**config.mk**
```make
export PLATFORM = sky130hd
export DESIGN_NAME = dynamic_display_scanner
export DESIGN_NICKNAME = d
export VERILOG_FILES = /design/src/rtl/dynamic_display_scanner.sv
export SDC_FILE = /design/constraint.sdc
export NUM_CORES = 1
export LEC_CHECK = 0
export CORE_UTILIZATION = 40
export CTS_CLUSTER_DIAMETER = 80
export DETAILED_ROUTE_END_ITERATION = 16
export PLACE_DENSITY = 0.7
export RECOVER_POWER = 25
export SYNTH_ARGS = -nofsm -noshare
export SYNTH_HDL_FRONTEND = slang
export SYNTH_SLANG_ARGS = --single-unit
export TNS_END_PERCENT = 5
```
**constraint.sdc**
```tcl
create_clock -name CLK -period 14.8 [get_ports CLK]
set_clock_uncertainty 0.15 [all_clocks]
set_input_delay 1.48 -clock CLK [delete_from_list [all_inputs] [get_ports CLK]]
set_output_delay 1.48 -clock CLK [all_outputs]
set_load 0.02 [all_outputs]
```
**src/rtl/dynamic_display_scanner.sv**
```systemverilog
// Multiplexed common-anode 7-segment scanner with a prescaler, frame-coherent snapshot,
// PWM brightness, dead cycle, leading-zero suppression and frame strobe.
module dynamic_display_scanner #(
  parameter int unsigned DIGITS    = 4,
  parameter int unsigned PRESCALE  = 50000,
  parameter int unsigned DUTY_BITS = 3
) (
  input  logic                       CLK,
  input  logic                       RST,
  input  logic                       EN,
  input  logic [4*DIGITS-1:0]        DATA,
  input  logic [DIGITS-1:0]          DP,
  input  logic                       LZ_BLANK,
  input  logic [DUTY_BITS-1:0]       BRIGHT,
  output logic [DIGITS-1:0]          DIGIT_SEL,
  output logic [7:0]                 SEG,
  output logic [$clog2(DIGITS)-1:0]  SCAN_IDX,
  output logic                       FRAME_TICK
);

  localparam int unsigned CW = $clog2(PRESCALE);
  localparam int unsigned IW = $clog2(DIGITS);
  localparam int unsigned TW = DUTY_BITS + CW + 1;

  logic [CW-1:0]          cnt;
  logic [IW-1:0]          idx;
  logic                   started;
  logic [4*DIGITS-1:0]    sh_data;
  logic [DIGITS-1:0]      sh_dp;
  logic                   sh_lz;
  logic [DUTY_BITS-1:0]   sh_bright;

  logic                   slot_end;
  logic                   frame_end;
  logic [CW-1:0]          cnt_nxt;
  logic [IW-1:0]          idx_nxt;
  logic [TW-1:0]          prod;
  logic [TW-1:0]          thr;
  logic                   lit;
  logic [3:0]             nibs [DIGITS];
  logic [DIGITS-1:0]      blank;
  logic                   allz;
  logic [6:0]             font;
  logic [7:0]             seg_on;

  // Slot/frame counters: modulo-PRESCALE prescaler feeding a modulo-DIGITS index
  always_comb begin
    slot_end  = (cnt == CW'(PRESCALE - 1));
    frame_end = slot_end && (idx == IW'(DIGITS - 1));
    cnt_nxt   = slot_end ? '0 : cnt + CW'(1);
    idx_nxt   = idx;
    if (slot_end) idx_nxt = (idx == IW'(DIGITS - 1)) ? '0 : idx + IW'(1);
  end

  // PWM threshold, wide enough that (BRIGHT+1)*(PRESCALE-1) cannot overflow
  always_comb begin
    prod = (TW'(sh_bright) + TW'(1)) * TW'(PRESCALE - 1);
    thr  = prod >> DUTY_BITS;
    if (thr == '0) thr = TW'(1);
    lit  = (cnt != '0) && (TW'(cnt) <= thr);
  end

  // Digit i is blanked when it and all higher nibbles are zero; digit 0 never is
  always_comb begin
    blank = '0;
    allz  = 1'b1;
    for (int i = 0; i < int'(DIGITS); i++) nibs[i] = sh_data[4*i +: 4];
    for (int i = int'(DIGITS) - 1; i >= 0; i--) begin
      allz     = allz & (nibs[i] == 4'h0);
      blank[i] = sh_lz & allz & (i != 0);
    end
  end

  always_comb begin
    font = 7'h7F;
    case (nibs[idx])
      4'h0: font = 7'b1000000;
      4'h1: font = 7'b1111001;
      4'h2: font = 7'b0100100;
      4'h3: font = 7'b0110000;
      4'h4: font = 7'b0011001;
      4'h5: font = 7'b0010010;
      4'h6: font = 7'b0000010;
      4'h7: font = 7'b1111000;
      4'h8: font = 7'b0000000;
      4'h9: font = 7'b0010000;
      4'hA: font = 7'b0001000;
      4'hB: font = 7'b0000011;
      4'hC: font = 7'b1000110;
      4'hD: font = 7'b0100001;
      4'hE: font = 7'b0000110;
      4'hF: font = 7'b0001110;
      default: font = 7'h7F;
    endcase
    seg_on = {~sh_dp[idx], blank[idx] ? 7'h7F : font};
  end

  always_ff @(posedge CLK) begin
    if (RST) begin
      cnt        <= '0;
      idx        <= '0;
      started    <= 1'b0;
      sh_data    <= '0;
      sh_dp      <= '0;
      sh_lz      <= 1'b0;
      sh_bright  <= '0;
      DIGIT_SEL  <= '1;
      SEG        <= '1;
      SCAN_IDX   <= '0;
      FRAME_TICK <= 1'b0;
    end else begin
      SCAN_IDX   <= idx;
      FRAME_TICK <= 1'b0;
      DIGIT_SEL  <= '1;
      SEG        <= '1;
      if (EN) begin
        cnt        <= cnt_nxt;
        idx        <= idx_nxt;
        started    <= 1'b1;
        FRAME_TICK <= frame_end;
        // Snapshot only at frame boundaries so a frame never mixes two input values
        if (!started || frame_end) begin
          sh_data   <= DATA;
          sh_dp     <= DP;
          sh_lz     <= LZ_BLANK;
          sh_bright <= BRIGHT;
        end
        if (lit) begin
          DIGIT_SEL <= ~(DIGITS'(1) << idx);
          SEG       <= seg_on;
        end
      end
    end
  end

endmodule
```
# Word-level counts from Yosys, hierarchy flattened

Memories as Yosys holds them, arrays and structs flattened. A register that Yosys moved wholly into a read port is not among the register bits.
Cells that the tools add are included.

Bits in registers: 51
Bits in read-only memories: 112
Output and inout bits: 15
Memories: 1

Eq/ne operators: 2
$lt $le $gt $ge: 3
Multiplexer cells: 10
Reduce and logical (&&, ||, !) cells: 14
Bitwise gates (word level): 10
Multiply operators: 1
Add/sub/neg operators: 3
Shift operators: 1

Memory list:

| name             | depth | bits a word | read ports | clocked after Yosys merged registers in | write ports | line | source |
|---|---|---|---|---|---|---|---|
| (name not given) | 16    | 7           | 1          | 1                                       | 0           | 76   | `case (nibs[idx])` |

Operators by type and width:

| operator                                                                      | count |
|---|---|
| 16-bit by 20-bit <= comparator with 1-bit output                              | 1 |
| 20-bit zero test                                                              | 1 |
| 4-bit by 16-bit multiplier with 20-bit output (second input constant)         | 1 |
| 17-bit two-way mux                                                            | 1 |
| 16-bit by 1-bit adder with 16-bit output (second input constant)              | 1 |
| 16-bit equality test (second input constant)                                  | 1 |
| 16-bit two-way mux                                                            | 1 |
| 16-bit nonzero test                                                           | 1 |
| 4-bit zero test                                                               | 3 |
| 4-bit binary-select mux with 2-bit select                                     | 1 |
| 4-bit two-way mux                                                             | 2 |
| 1-bit AND                                                                     | 5 |
| 3-bit by 1-bit adder with 4-bit output (second input constant)                | 1 |
| 1-bit binary-select mux with 2-bit select                                     | 2 |
| 4-bit inverter                                                                | 1 |
| 2-bit AND reduction                                                           | 2 |
| 4-bit OR reduction                                                            | 1 |
| 1-bit by 2-bit << shifter with 4-bit output (first input constant)            | 1 |
| 3-bit greater-or-equal comparator (second input constant)                     | 1 |
| 2-bit by 3-bit less-than comparator with 1-bit output (second input constant) | 1 |
| 1-bit inverter                                                                | 3 |
| 2-bit inverter with 3-bit output                                              | 1 |
| 3-bit OR reduction                                                            | 1 |
| 2-bit by 1-bit adder with 2-bit output (second input constant)                | 1 |
| 7 further kinds                                                               | 9 |

# Depth between registers and ports, before layout

Word-level depth: 8
Depth in mapped cells: 25

# Worst setup path before layout

No wires, ideal clock.

Kind: register -> register
From: reg sh_bright[0]
To: reg SEG[5]
Clock period less this slack: 5.719 ns
Stages on the path, launching flop included: 25
Arrival: 5.441 ns
Buffers on the path: 0
Path slack: 9.081 ns
Cell sequence: dfxtp_1 inv_1 ha_1 inv_1 fa_1 fa_1 inv_1 fa_1 a21o_1 a32o_2 a31o_4 a41o_1 mux2i_1 and4b_1 nand4_2 nand2b_1 ha_1 nor2b_1 o21ai_0 nand2b_1 a21oi_1 o21ai_0 a221oi_1 a21o_1 or3b_1

Longest elaborated chain between the ends: 8

Ends and longest elaborated chain:

| item                                                 | line | source |
|---|---|---|
| start: declaration                                   | 31   | `logic [DUTY_BITS-1:0] sh_bright;` |
| start signal: assignment                             | 106  | `sh_bright <= '0;` |
| start signal: assignment                             | 126  | `sh_bright <= BRIGHT;` |
| 3-bit by 1-bit adder with 4-bit output (*)           | 57   | `prod = (TW'(sh_bright) + TW'(1)) * TW'(PRESCALE - 1);` |
| 4-bit by 16-bit multiplier with 20-bit output (*)    | 57   |  |
| 20-bit zero test                                     | 59   | `if (thr == '0) thr = TW'(1);` |
| 17-bit two-way mux (*)                               | 59   |  |
| 16-bit by 20-bit <= comparator with 1-bit output (*) | 60   | `lit = (cnt != '0) && (TW'(cnt) <= thr);` |
| 1-bit logical AND (*)                                | 60   |  |
| 1-bit inverter (no line) (*)                         | --   |  |
| 4-bit OR reduction (no line) (*)                     | --   |  |
| end: declaration                                     | 16   | `output logic [7:0] SEG,` |

Mark *: on every way between the ends. The rest lies on a longest branch, timed or not.
A chain may end at the register's enable or synchronous reset.

# Worst setup path after layout

Same ends and word-level chain as after synthesis.

==> results.yml <==
detailed_routing:
  final_antenna_net_count: 0
  drtIter0Drc: 134
  finalWirelength_um: 8657
  vias_per_cell: 5.218
  num_vias: 3230
  routedWlPerCell_um: 13.99
  drc: 0
  drtPass1Iterations: 4
placement:
  placed_area_mm2: 0.004334
  gp_congestion: 0.8532
  dpl.hpwl_um: 6642
  pre_cts_ws_ns: 8.248
  portBuffers: 41
clock_network:
  clkSinkCount: 58
  tritoncts: "yes"
  clock_latency_ns: 0.34
  postCtsResizedCells: 0
  cts-root-buf: "clkbuf_8"
  h-tree-depth: 3
  clkTransAtPathRegs_ns: 0.07
  post_cts_buffers: 0
  cts_buffers: 9
  cts_max_path_buffers: 2
  cts.hold.buffers_added: 0
timing:
  max_freq_mhz: 152.1
  fin_setup_tns_ns: 0
  slew_violations: 0
  rsz0062_at_grt: "false"
  slew_headroom_pct: 3.311
  hold_violations: 0
  fin_ws_ns: 8.225
  worst_pin_slew_ns: 1.450
  setup_viol: 0
  period_share_pct: 44.43
  finalCriticalPeriod_ns: 6.575
finish:
  area_delta_synth_final_pct: 19.56
  nets: 568
  stdcell_area_mm2: 0.004551
  layout_common_cells: "nand2_1, dfxtp_1, ha_1, a21oi_1, nor2_1"
  drive_above_1_share_pct: 6.735
  diodes: 0
  final_common_cell: "nand2_1"
yosys:
  netlist_area_mm2: 0.003806
  synth.avg_cell_area_um2: 8.534
  yosysSeqAreaShare_pct: 30.51
  synth-seq-cells: 58
  synth_cell_type_count: 47
  synth_flop_cell: "dfxtp_1"
  postSynthCellCount: 446
  synth-edff-count: 0
  syn_nets: 529
  ys_async_sr_fraction_pct: 0
  yosys_warnings: 0
die:
  pin_count: 42
  die_area_mm2: 0.009909
  die_y_um: 99.55
  core-area_mm2: 0.009240
  row_count: 35
  initial_core_util_pct: 41.19
  fp.dieW_um: 99.55
global_routing:
  grt_pass1_vias: 3143
  track_usage_pct: 18.93
  grt_pass1_wl_um: 14910
  grt_overflow: 0
  grt_max_degree: 33
  antenna_found_initial: 0
power_and_ir_drop:
  leakagePower_nw: 1.895
  pwr_density_cell_mw_per_mm2: 92.02
  power_w: 0.0004188
  vdd_ir_drop_max_mv: 0.04905
worst_hold_path:
  hold_start: "sh_dp[0]"
  hp-class: "reg -> reg"
  min_path_cells: 2
  hold-path-endpoint: "sh_dp[0]"
critical_path:
  critPathTopFamily: "adder cells"
  slowest_stage: "fa_1"
  endpoint_kind: "flop"
  cpPeakStageDelay_ns: 0.54
  path_class: "reg -> reg"
  required_ns: 14.88
  worst-path-buf-inv: 3
  rr_endpoint: "SEG[5]"
  cp.arrival_ns: 6.65
  rr_startpoint: "sh_bright[0]"
  ff2ff_path_depth: 24
  reg2reg_slack_ns: 8.23
  startpoint_type: "flop"
  cp_cell_sequence: "inv_1 > ha_1 > inv_1 > fa_1 > fa_1 > inv_1 > fa_1 > a21o_1 > a32o_2 > a31o_4 > a41o_1 > mux2i_1 > and4b_1 > nand4_2 > nand2b_1 > ha_1 > nor2b_1 > o21ai_0 > nand2b_1 > a21oi_1 > o21ai_0 > a221oi_1 > a21o_1 > or3b_1"
  crit_path_max_fanout: 12
job:
  drv_cap: 0
run_status:
  status: "finished, final reports clean"
## how the worst max path moves through the flow
stage                  from  endpoint  cells past startpoint
6_report       sh_bright[0]    SEG[5]                     24
5_1_grt        sh_bright[0]    SEG[5]                     24
4_1_cts        sh_bright[0]    SEG[5]                     24
3_5_place_dp   sh_bright[0]    SEG[5]                     24
3_3_place_gp   sh_bright[0]    SEG[5]                     24
2_1_floorplan  sh_bright[0]    SEG[5]                     24
## layer usage
metal  vias up  share of wire (%)  wire length (um)  global-route usage [%]
met5         -                  0                 0                       0
met4         0                1.1                94                   5.995
met3        10                5.2               451                   4.216
met2        79                 49              4204                   31.25
met1      1507                 45              3907                   24.58
li1       1634                  -                 -                       -
## worst register-to-register path, cell delays in order, from the launching register on
cell      delay, ns
dfxtp_1        0.50
inv_1          0.22
ha_1           0.50
inv_1          0.11
fa_1           0.49
fa_1           0.54
inv_1          0.08
fa_1           0.46
a21o_1         0.19
a32o_2         0.30
a31o_4         0.26
a41o_1         0.26
mux2i_1        0.16
and4b_1        0.22
nand4_2        0.15
nand2b_1       0.13
ha_1           0.14
nor2b_1        0.04
o21ai_0        0.15
nand2b_1       0.07
a21oi_1        0.13
o21ai_0        0.11
a221oi_1       0.33
a21o_1         0.39
or3b_1         0.39
## power by group
group | internal [W] | total, W | switching, W
Clock | 0.0000995 | 0.000162 | 0.0000625
Sequential | 0.000162 | 0.000166 | 0.00000406
Combinational | 0.0000417 | 0.0000909 | 0.0000493
Total | 0.000303 | 0.000419 | 0.000116
## stage by stage
stage	instances	hold WS (ns)	utilization, %
2_1_floorplan	446	0.2786	-
3_3_place_gp	603	0.2896	46.91
3_5_place_dp	603	0.2973	46.91
4_1_cts	619	0.3057	49.29
5_1_grt	619	0.3347	49.25
6_report	619	0.3059	49.25
## cells in the mapped netlist (all sizes together), types with 3 or more instances
cell | number | area, um2
nand2 | 81 | 304.0
dfxtp | 58 | 1161
ha | 52 | 650.6
a21oi | 42 | 210.2
nor2 | 28 | 105.1
inv | 21 | 78.83
nand3 | 18 | 90.09
xnor2 | 17 | 148.9
xor2 | 15 | 131.4
a21o | 11 | 85.08
clkbuf | 11 | 41.29
o21ai | 10 | 50.04
nand4 | 9 | 62.56
and3 | 6 | 37.54
mux4 | 6 | 135.1
nand2b | 6 | 37.54
nor4 | 6 | 37.54
buf | 5 | 25.02
a31o | 4 | 43.80
fa | 4 | 80.08
o22ai | 4 | 25.02
and4 | 3 | 26.28
mux2i | 3 | 30.03
or2 | 3 | 21.27
## registers in the layout (all words and copies together) (netlist names)
| name | flops |
|---|---|
| cnt | 16 |
| SEG | 8 |
| idx | 2 |
| sh_data | 16 |
| sh_bright | 3 |
| sh_dp | 4 |
| FRAME_TICK | 1 |
| SCAN_IDX | 2 |
| started | 1 |
| sh_lz | 1 |
| DIGIT_SEL | 4 |
## logic make-up after synthesis
kind of cell / after synthesis / share of synthesized area [%]
and+or+nand+nor: 171 / 21.01
adders and majority gates: 56 / 19.20
buffers and inverters: 37 / 3.813
AOI/OAI and AO/OA: 83 / 13.77
DFF: 58 / 30.51
muxes: 9 / 4.339
xor gates and xnor gates: 32 / 7.364
## area by class of cell
| cell class | instances | area (um2) |
|---|---|---|
| inverters | 21 | 78.83 |
| fillers | 907 | 4690 |
| well taps | 129 | 161.4 |
| clock buffers | 12 | 145.1 |
| repair buffers | 44 | 429.2 |
| multi-input cells | 351 | 2500 |
| flip-flops and latches | 58 | 1161 |
| clock inverters | 4 | 75.07 |
(Power assumes the default switching activity.)
